<file path="config.mk">
export PLATFORM = sky130hd
export DESIGN_NAME = shift_seq_unit
export DESIGN_NICKNAME = d
export VERILOG_FILES = /design/src/rtl/shift_pkg.sv /design/src/rtl/shift_step.sv /design/src/rtl/shift_seq_unit.sv
export SDC_FILE = /design/constraint.sdc
export NUM_CORES = 1
export LEC_CHECK = 0
export ABC_AREA = 1
export BUFFER_PORTS_ARGS = -buffer_cell sky130_fd_sc_hd__buf_2
export CAP_MARGIN = 25
export CORE_MARGIN = 8
export CORE_UTILIZATION = 51
export DETAILED_ROUTE_END_ITERATION = 8
export PLACE_DENSITY = 0.8
export SLEW_MARGIN = 0
export SYNTH_ARGS = -nofsm -noshare
export SYNTH_HDL_FRONTEND = slang
export SYNTH_HIERARCHICAL = 1
export SYNTH_SLANG_ARGS = --single-unit
</file>
<file path="constraint.sdc">
create_clock -name clk -period 1.6 [get_ports clk]
set_input_delay 0.08 -clock clk [delete_from_list [all_inputs] [get_ports clk]]
set_output_delay 0.08 -clock clk [all_outputs]
set_load 0.02 [all_outputs]
</file>
<file path="src/rtl/shift_pkg.sv">
// Shared definitions for the sequential shift engine: op codes, FSM states, default sizes.
package shift_pkg;

  localparam int unsigned WIDTH = 16;
  localparam int unsigned AMT_W = 4;

  localparam logic [2:0] SH_LSL = 3'b000;
  localparam logic [2:0] SH_LSR = 3'b001;
  localparam logic [2:0] SH_ASL = 3'b010;
  localparam logic [2:0] SH_ASR = 3'b011;
  localparam logic [2:0] SH_ROL = 3'b100;
  localparam logic [2:0] SH_ROR = 3'b101;
  localparam logic [2:0] SH_RCL = 3'b110;
  localparam logic [2:0] SH_RCR = 3'b111;

  typedef enum logic [1:0] {
    ST_IDLE  = 2'd0,
    ST_SHIFT = 2'd1,
    ST_DONE  = 2'd2
  } state_t;

endpackage

</file>
<file path="src/rtl/shift_step.sv">
// One-bit shift/rotate step on the {r, c} pair; purely combinational.
module shift_step
  import shift_pkg::*;
#(
  parameter int unsigned WIDTH = shift_pkg::WIDTH
) (
  input  logic [WIDTH-1:0] r,
  input  logic             c,
  input  logic [2:0]       op,
  output logic [WIDTH-1:0] r_next,
  output logic             c_next
);

  always_comb begin
    r_next = r;
    c_next = c;
    case (op)
      SH_LSL, SH_ASL: begin
        c_next = r[WIDTH-1];
        r_next = {r[WIDTH-2:0], 1'b0};
      end
      SH_LSR: begin
        c_next = r[0];
        r_next = {1'b0, r[WIDTH-1:1]};
      end
      SH_ASR: begin
        c_next = r[0];
        r_next = {r[WIDTH-1], r[WIDTH-1:1]};
      end
      SH_ROL: begin
        c_next = r[WIDTH-1];
        r_next = {r[WIDTH-2:0], r[WIDTH-1]};
      end
      SH_ROR: begin
        c_next = r[0];
        r_next = {r[0], r[WIDTH-1:1]};
      end
      SH_RCL: begin
        c_next = r[WIDTH-1];
        r_next = {r[WIDTH-2:0], c};
      end
      SH_RCR: begin
        c_next = r[0];
        r_next = {c, r[WIDTH-1:1]};
      end
      default: begin
        r_next = r;
        c_next = c;
      end
    endcase
  end

endmodule

</file>
<file path="src/rtl/shift_seq_unit.sv">
// Handshaked multi-cycle shifter: accepts a request in IDLE, steps one bit per
// clock in SHIFT, and holds the result in DONE until the consumer takes it.
module shift_seq_unit
  import shift_pkg::*;
#(
  parameter int unsigned WIDTH = shift_pkg::WIDTH,
  parameter int unsigned AMT_W = shift_pkg::AMT_W
) (
  input  logic             clk,
  input  logic             rst,
  input  logic             in_valid,
  output logic             in_ready,
  input  logic [WIDTH-1:0] in0,
  input  logic [AMT_W-1:0] in1,
  input  logic [2:0]       shift_type,
  input  logic             carry_in,
  output logic             out_valid,
  input  logic             out_ready,
  output logic [WIDTH-1:0] shift_result,
  output logic             carry_out,
  output logic             busy
);

  state_t           r_state;
  state_t           w_next_state;
  logic [WIDTH-1:0] r_r;
  logic             r_c;
  logic [2:0]       r_op;
  logic [AMT_W-1:0] r_cnt;

  logic [WIDTH-1:0] w_r_next;
  logic             w_c_next;
  logic             w_accept;

  shift_step #(.WIDTH(WIDTH)) u_step (
    .r      (r_r),
    .c      (r_c),
    .op     (r_op),
    .r_next (w_r_next),
    .c_next (w_c_next)
  );

  assign w_accept = in_valid && (r_state == ST_IDLE);

  always_comb begin
    w_next_state = r_state;
    case (r_state)
      ST_IDLE:  if (w_accept) w_next_state = (in1 == '0) ? ST_DONE : ST_SHIFT;
      ST_SHIFT: if (r_cnt == AMT_W'(1)) w_next_state = ST_DONE;
      ST_DONE:  if (out_ready) w_next_state = ST_IDLE;
      default:  w_next_state = ST_IDLE;
    endcase
  end

  always_ff @(posedge clk) begin
    if (rst) r_state <= ST_IDLE;
    else     r_state <= w_next_state;
  end

  always_ff @(posedge clk) begin
    if (rst) begin
      r_r   <= '0;
      r_c   <= 1'b0;
      r_op  <= SH_LSL;
      r_cnt <= '0;
    end else if (w_accept) begin
      r_r   <= in0;
      r_c   <= carry_in;
      r_op  <= shift_type;
      r_cnt <= in1;
    end else if (r_state == ST_SHIFT) begin
      r_r   <= w_r_next;
      r_c   <= w_c_next;
      r_cnt <= r_cnt - AMT_W'(1);
    end
  end

  // Gated by rst so a request presented during reset is never handshaked.
  assign in_ready     = (r_state == ST_IDLE) && !rst;
  assign out_valid    = (r_state == ST_DONE);
  assign busy         = (r_state != ST_IDLE);
  assign shift_result = r_r;
  assign carry_out    = r_c;

endmodule

</file>
# ---- Word-level counts from Yosys, hierarchy flattened
# Cells that the tools add are included.
dict set report totals {
  latchBits 0
  mem_count 0
  romBits 0
  out_inout_bits 20
  reg_bits 26
  mem_bits_rw 0
}
dict set report op_classes {
  bitwise_logic 0
  n_mux 13
  shifts 0
  n_reduce_logical 13
  n_div 0
  n_mul 0
  n_eq_ne 14
  order_cmp 0
  addsub 1
}
# op n
set op_table {}
lappend op_table {{$pmux W16 S7} 1}
lappend op_table {{$mux W16} 2}
lappend op_table {{$eq A3 B3 Y1 const B} 4}
lappend op_table {{$mux W2} 4}
lappend op_table {{$mux W4} 2}
lappend op_table {{$reduce_or A4 Y1} 2}
lappend op_table {{$eq A3 B2 Y1 const B} 2}
lappend op_table {{$ne A2 B2 Y1 const B} 3}
lappend op_table {{$pmux W2 S3} 1}
lappend op_table {{$eq A4 B1 Y1 const B} 1}
lappend op_table {{$logic_not A4 Y1} 1}
lappend op_table {{$reduce_bool A2 Y1} 2}
lappend op_table {{$sub A4 B1 Y4 const B} 1}
lappend op_table {{$eq A3 B1 Y1 const B} 1}
lappend op_table {{$logic_not A3 Y1} 1}
lappend op_table {{$reduce_and A3 Y1} 1}
lappend op_table {{$eq A2 B1 Y1 const B} 1}
lappend op_table {{$eq A2 B2 Y1 const B} 1}
lappend op_table {{$logic_and A1 B1 Y1} 2}
lappend op_table {{$logic_not A2 Y1} 1}
lappend op_table {{$mux W1} 2}
lappend op_table {{$ne A2 B1 Y1 const B} 1}
lappend op_table {{$pmux W1 S2} 1}
lappend op_table {{$reduce_and A2 Y1} 1}
lappend op_table {{other kinds (2)} 2}

# ---- Logic depth before layout (Yosys ltp)
dict set report logic_depth {
  depth_word 5
  depth_mapped 9
}

# ---- Modules after synthesis
# Netlist, hierarchy kept.
# module instances area_each_um2 cells_per_inst
set modules_own_cells {}
lappend modules_own_cells {shift_seq_unit 1 1262.5 193}
lappend modules_own_cells {shift_step 1 284.0 60}

# ---- Worst setup path after synthesis
# OpenSTA, ideal clock, no wires.
dict set report synth_timing {
  path_kind {register -> register}
  from {register r_state[1]}
  to {register r_state[0]}
  synth_period_minus_slack_ns 1.188
  setup_ns 0.113
  n_path_buf 0
  arrival_time_ns 1.075
  slack_ns 0.412
  path_stages_with_launch 8
  required_time_ns 1.487
  cell_sequence {dfxtp_1 > inv_1 > nor2_1 > nand2_1 > nand3_1 > nand2_1 > nand2_1 > nor2_1}
}
# element line_no
set synth_rtl {}
lappend synth_rtl {{from (decl)} shift_seq_unit.sv:24} ;# state_t r_state;
lappend synth_rtl {{from (signal assigned)} shift_seq_unit.sv:57} ;# else r_state <= w_next_state;
lappend synth_rtl {{$eq A2 B2 Y1 (*)} --}
lappend synth_rtl {{net out_valid} shift_seq_unit.sv:17} ;# output logic out_valid,
lappend synth_rtl {{$ne A2 B1 Y1 (no line)} --}
lappend synth_rtl {{$reduce_and A3 Y1 (no line)} --}
# The timed path passes the listed nets; every way through them passes the cells marked *.
# A chain may end at the register's enable or synchronous reset.

# ---- Worst setup path after layout
dict set report layout_timing {
  from {register r_state[0]}
  to {register r_r[6] (netlist: shift_result[6])}
}
dict set report layout_via {
  elab_chain_cells 3
}
# element line_no
set layout_rtl {}
lappend layout_rtl {{$logic_not A2 Y1} shift_seq_unit.sv:43} ;# assign w_accept = in_valid && (r_state == ST_IDLE);
lappend layout_rtl {{$logic_and A1 B1 Y1} shift_seq_unit.sv:43}
lappend layout_rtl {{$mux W16 or $reduce_bool A2 Y1 (tied branches)} --}
lappend layout_rtl {{to (signal assigned)} shift_seq_unit.sv:67} ;# r_r <= in0;
lappend layout_rtl {{to (signal assigned)} shift_seq_unit.sv:72} ;# r_r <= w_r_next;
lappend layout_rtl {{to (decl)} shift_seq_unit.sv:26} ;# logic [WIDTH-1:0] r_r;
# Several ways; a longest one is shown, not always the timed one.

==> summary.txt <==
Route
  • DR iter-0 viols: around 190
  • WL/cell: approximately 11 um
  • Number of remaining DRC errors: 0
  • Residual antenna-violating net count after detailed routing: 0
  • Routed via count divided by cell count: 4.92
  • Overall via count from detail_route: between 1500 and 2000
  • Total Wirelength: 3720 um
  • Initial DRT Pass Iterations: 4

Synth
  • Share of synthesized registers carrying an async set or reset: 0
  • Largest family of logic cells by synthesized area: simple AND/OR/NAND/NOR gates
  • Yosys warning count: 6
  • Number of nets produced by synthesis: 283
  • Area fraction in compound gates after synthesis: 0.200
  • Proportion of synthesized area in mux cells: 0
  • Fraction of the mapped netlist area in adder cells: 0.0162
  • Avg Inst Size Synth: about 6.1 um^2
  • Top FF cell, synth: sky130_fd_sc_hd__dfxtp_1
  • Basic-gate share of the synthesized area counting and, or, nand and nor cells: 0.312
  • Sequential element share of the synthesized area: 0.337
  • Count of flip-flops with a built-in enable after synthesis: 0
  • Post-synthesis xor/xnor area fraction: 0
  • Count of unique library cells instantiated by Yosys: 20
  • Summed instance area of the synthesized netlist: 1550 um^2
  • Synthesized netlist cell count: ~250
  • Flops & latches, synth: 26

Timing
  • Max-slew violations: 0
  • Total count of hold-check failures in the final report: 0
  • Final cycle utilization of the critical path: 0.834
  • Achievable clock frequency: approximately 750 MHz
  • Slew @ Worst Pin: 0.276 ns
  • Final setup TNS: 0 ns
  • # setup viols final: 0
  • Final critical-path required period: roughly 1.3 ns
  • Max-Slew Margin vs Limit: 0.816
  • Final Skew: 0.00795 ns
  • Setup repair after global routing missed its margin: no

Floorplan
  • Die outline area: 5050 um^2
  • Placeable core region: ~3000 um^2
  • Starting Density: 0.519
  • Placement row count: 20
  • Top-level port count: 48
  • Chip Height: about 70 um
  • Horizontal die dimension: slightly above 70 um

Worst setup path
  • Data required time of the worst path: approximately 1.9 ns
  • Cell-by-cell listing of the critical path: nand2_1, inv_2, buf_12, nand2_1, nand2_1, o21ai_1, a21oi_1
  • Library cell appearing most often on the critical path: sky130_fd_sc_hd__nand2_1
  • Category of the most critical setup path: reg -> reg
  • Crit path capture type: flop
  • Crit start category: flop
  • Cell count along the critical path: 7
  • CP delay by family, top: flip-flops
  • Buffers and inverters on the worst path: 2
  • Critical path peak fanout: 24
  • Slowest Stage Delay on Critical Path: 0.44 ns
  • Arrival time at the worst endpoint: about 1.6 ns
  • Slowest library cell on the worst path: sky130_fd_sc_hd__dfxtp_1
  • Depth of the most critical reg-to-reg path: 7

Final layout
  • Growth of design area from synthesis to finish: 21.4%
  • Most common cell after layout, fill and taps aside: sky130_fd_sc_hd__nand2_1
  • Antenna Diode Count: 0
  • Final non-filler cell area: approximately 1900 um^2
  • Fraction of final layout cells sized beyond drive strength 1: 0.211
  • Post-Route Utilization: 0.630
  • # nets final: ~330
  • Commonest cells after routing, fill and taps aside: 86 x sky130_fd_sc_hd__nand2_1, 47 x sky130_fd_sc_hd__buf_2, 27 x sky130_fd_sc_hd__inv_1

CTS
  • CTS max path bufs: 2
  • H-tree levels: 1
  • Worst skew pair latency: 0.33 ns
  • Clock sink count: 26
  • Clock tree from TritonCTS: built
  • Clock transition time at the flip-flop clock pins of the worst setup and hold paths: 0.14 ns
  • Number of clock buffers inserted by TritonCTS: 3
  • Post-CTS setup buffers: 0
  • Clock tree root buffer cell: sky130_fd_sc_hd__clkbuf_4

Worst hold path
  • Worst Hold Path Cells: 3
  • Worst Hold Class: in -> reg

Place
  • Post-place instance area: approximately 1800 um^2
  • Gp weighted congestion: 0.801
  • Detailed-placement wirelength estimate: approximately 2700 um
  • Buffers added on ports: 47

Global route
  • Number of antenna violations at the first check in global routing: 0
  • Global-route wire length before repair: around 6400 um
  • Congestion Overflow GR: 0
  • Vias in the first global route: 1498
  • Maximum number of pins on one net before global-route repair: 36
  • Global Route Usage Sum: 0.152

Power and ir drop
  • Sequential fraction of design power: 0.326
  • Switching part of the total power: 0.467
  • Worst vdd rail ir drop: a little over 1 mV
  • Ratio of total power to cell area: 1660 nW/um^2
  • Sw Pwr: roughly 1500 uW
  • Proportion of power drawn by the clock network: 0.107
  • P_leak: between 0.0009 and 0.001 uW
  • Power share of the combinational group: 0.567
  • Total Power Consumption: a little over 3000 uW
  • Int Power: approximately 1700 uW

Job
  • Maximum capacitance violations: 0

Status
  • Result of the run: completed
## path summary, 6_finish.rpt
kind / startpoint / endpoint / slack [ns]
worst max-delay path: r_state[0]$_SDFFE_PP0P_ / shift_result[6]$_SDFFE_PP0P_ / 0.27
worst min-delay path: in1[1] / r_cnt[1]$_SDFFE_PP0P_ / 0.02
worst max register to register: r_state[0]$_SDFFE_PP0P_ / shift_result[6]$_SDFFE_PP0P_ / 0.27
worst min register to register: shift_result[10]$_SDFFE_PP0P_ / shift_result[10]$_SDFFE_PP0P_ / 0.49
## registers in the layout (all words and copies together), names as in the netlist
signal and count:
r_cnt 4, shift_result 16, r_op 3, carry_out 1, r_state 2
## through the flow
step / hold WS [ns] / setup WS (ns) / std cells
after detailed placement: 0.324 / 0.303 / 324
after global placement: 0.324 / 0.328 / 324
after floorplan: 0.149 / 0.412 / 253
final: 0.0171 / 0.265 / 331
after CTS: 0.0135 / 0.266 / 331
after global routing: 0.0128 / 0.128 / 331
## per-layer routing
| layer | vias to the layer above | track usage | share of wire |
|---|---|---|---|
| li1 | 886 | - | - |
| met1 | 689 | 0.183 | 0.46 |
| met2 | 48 | 0.251 | 0.45 |
| met3 | 5 | 0.0381 | 0.065 |
| met4 | 0 | 0.0624 | 0.015 |
| met5 | - | 0 | 0 |
## timing repair
action                                 in CTS  in global routing
hold buffers                                3                  0
endpoints found under the hold margin       3                  0
gates resized for setup                     0                  0
## cells in the mapped netlist, types with 3 or more instances
cell type	n	area share
sky130_fd_sc_hd__nand2_1	86	0.21
sky130_fd_sc_hd__inv_1	27	0.066
sky130_fd_sc_hd__a21oi_1	26	0.084
sky130_fd_sc_hd__dfxtp_1	26	0.34
sky130_fd_sc_hd__o21ai_1	26	0.084
sky130_fd_sc_hd__nor2_1	25	0.061
sky130_fd_sc_hd__nand3_1	7	0.023
sky130_fd_sc_hd__buf_2	5	0.016
sky130_fd_sc_hd__buf_6	3	0.022
sky130_fd_sc_hd__clkbuf_1	3	0.0073
sky130_fd_sc_hd__nand4_1	3	0.012
sky130_fd_sc_hd__o21ai_2	3	0.017
## power groups by stage
stage / Combinational [uW] / Clock (uW) / Sequential, uW
floorplan: 1210 / 0 / 1140
global placement: 1750 / 0 / 1020
detailed placement: 1760 / 0 / 1030
CTS: 1780 / 343 / 1020
global route: 2010 / 372 / 1050
finish: 1760 / 333 / 1020
## tightest hold or removal path: cells and delay by family
| family | cells | cell delay [ns] |
|---|---|---|
| compound gates | 1 | 0.06 |
| buf+inv | 1 | 0.11 |
| simple gates | 1 | 0.06 |
## area by class of cell
| cell class | count | area [um^2] |
|---|---|---|
| Fill cell | 299 | 1100 |
| Multi-Input combinational cell | 184 | 817 |
| Sequential cell | 26 | 520 |
| Timing Repair Buffer | 55 | 353 |
| Inverter | 29 | 109 |
| Tap cell | 33 | 41.3 |
| Clock buffer | 4 | 36.3 |
## logic make-up after synthesis
family / count (synthesis)
AND/OR/NAND/NOR: 123
AO/OA/AOI/OAI: 59
buffers and inverters: 43
flip-flops: 26
adder cells (fa/ha/maj): 2
Note: power is estimated with default switching activity, not from simulation.
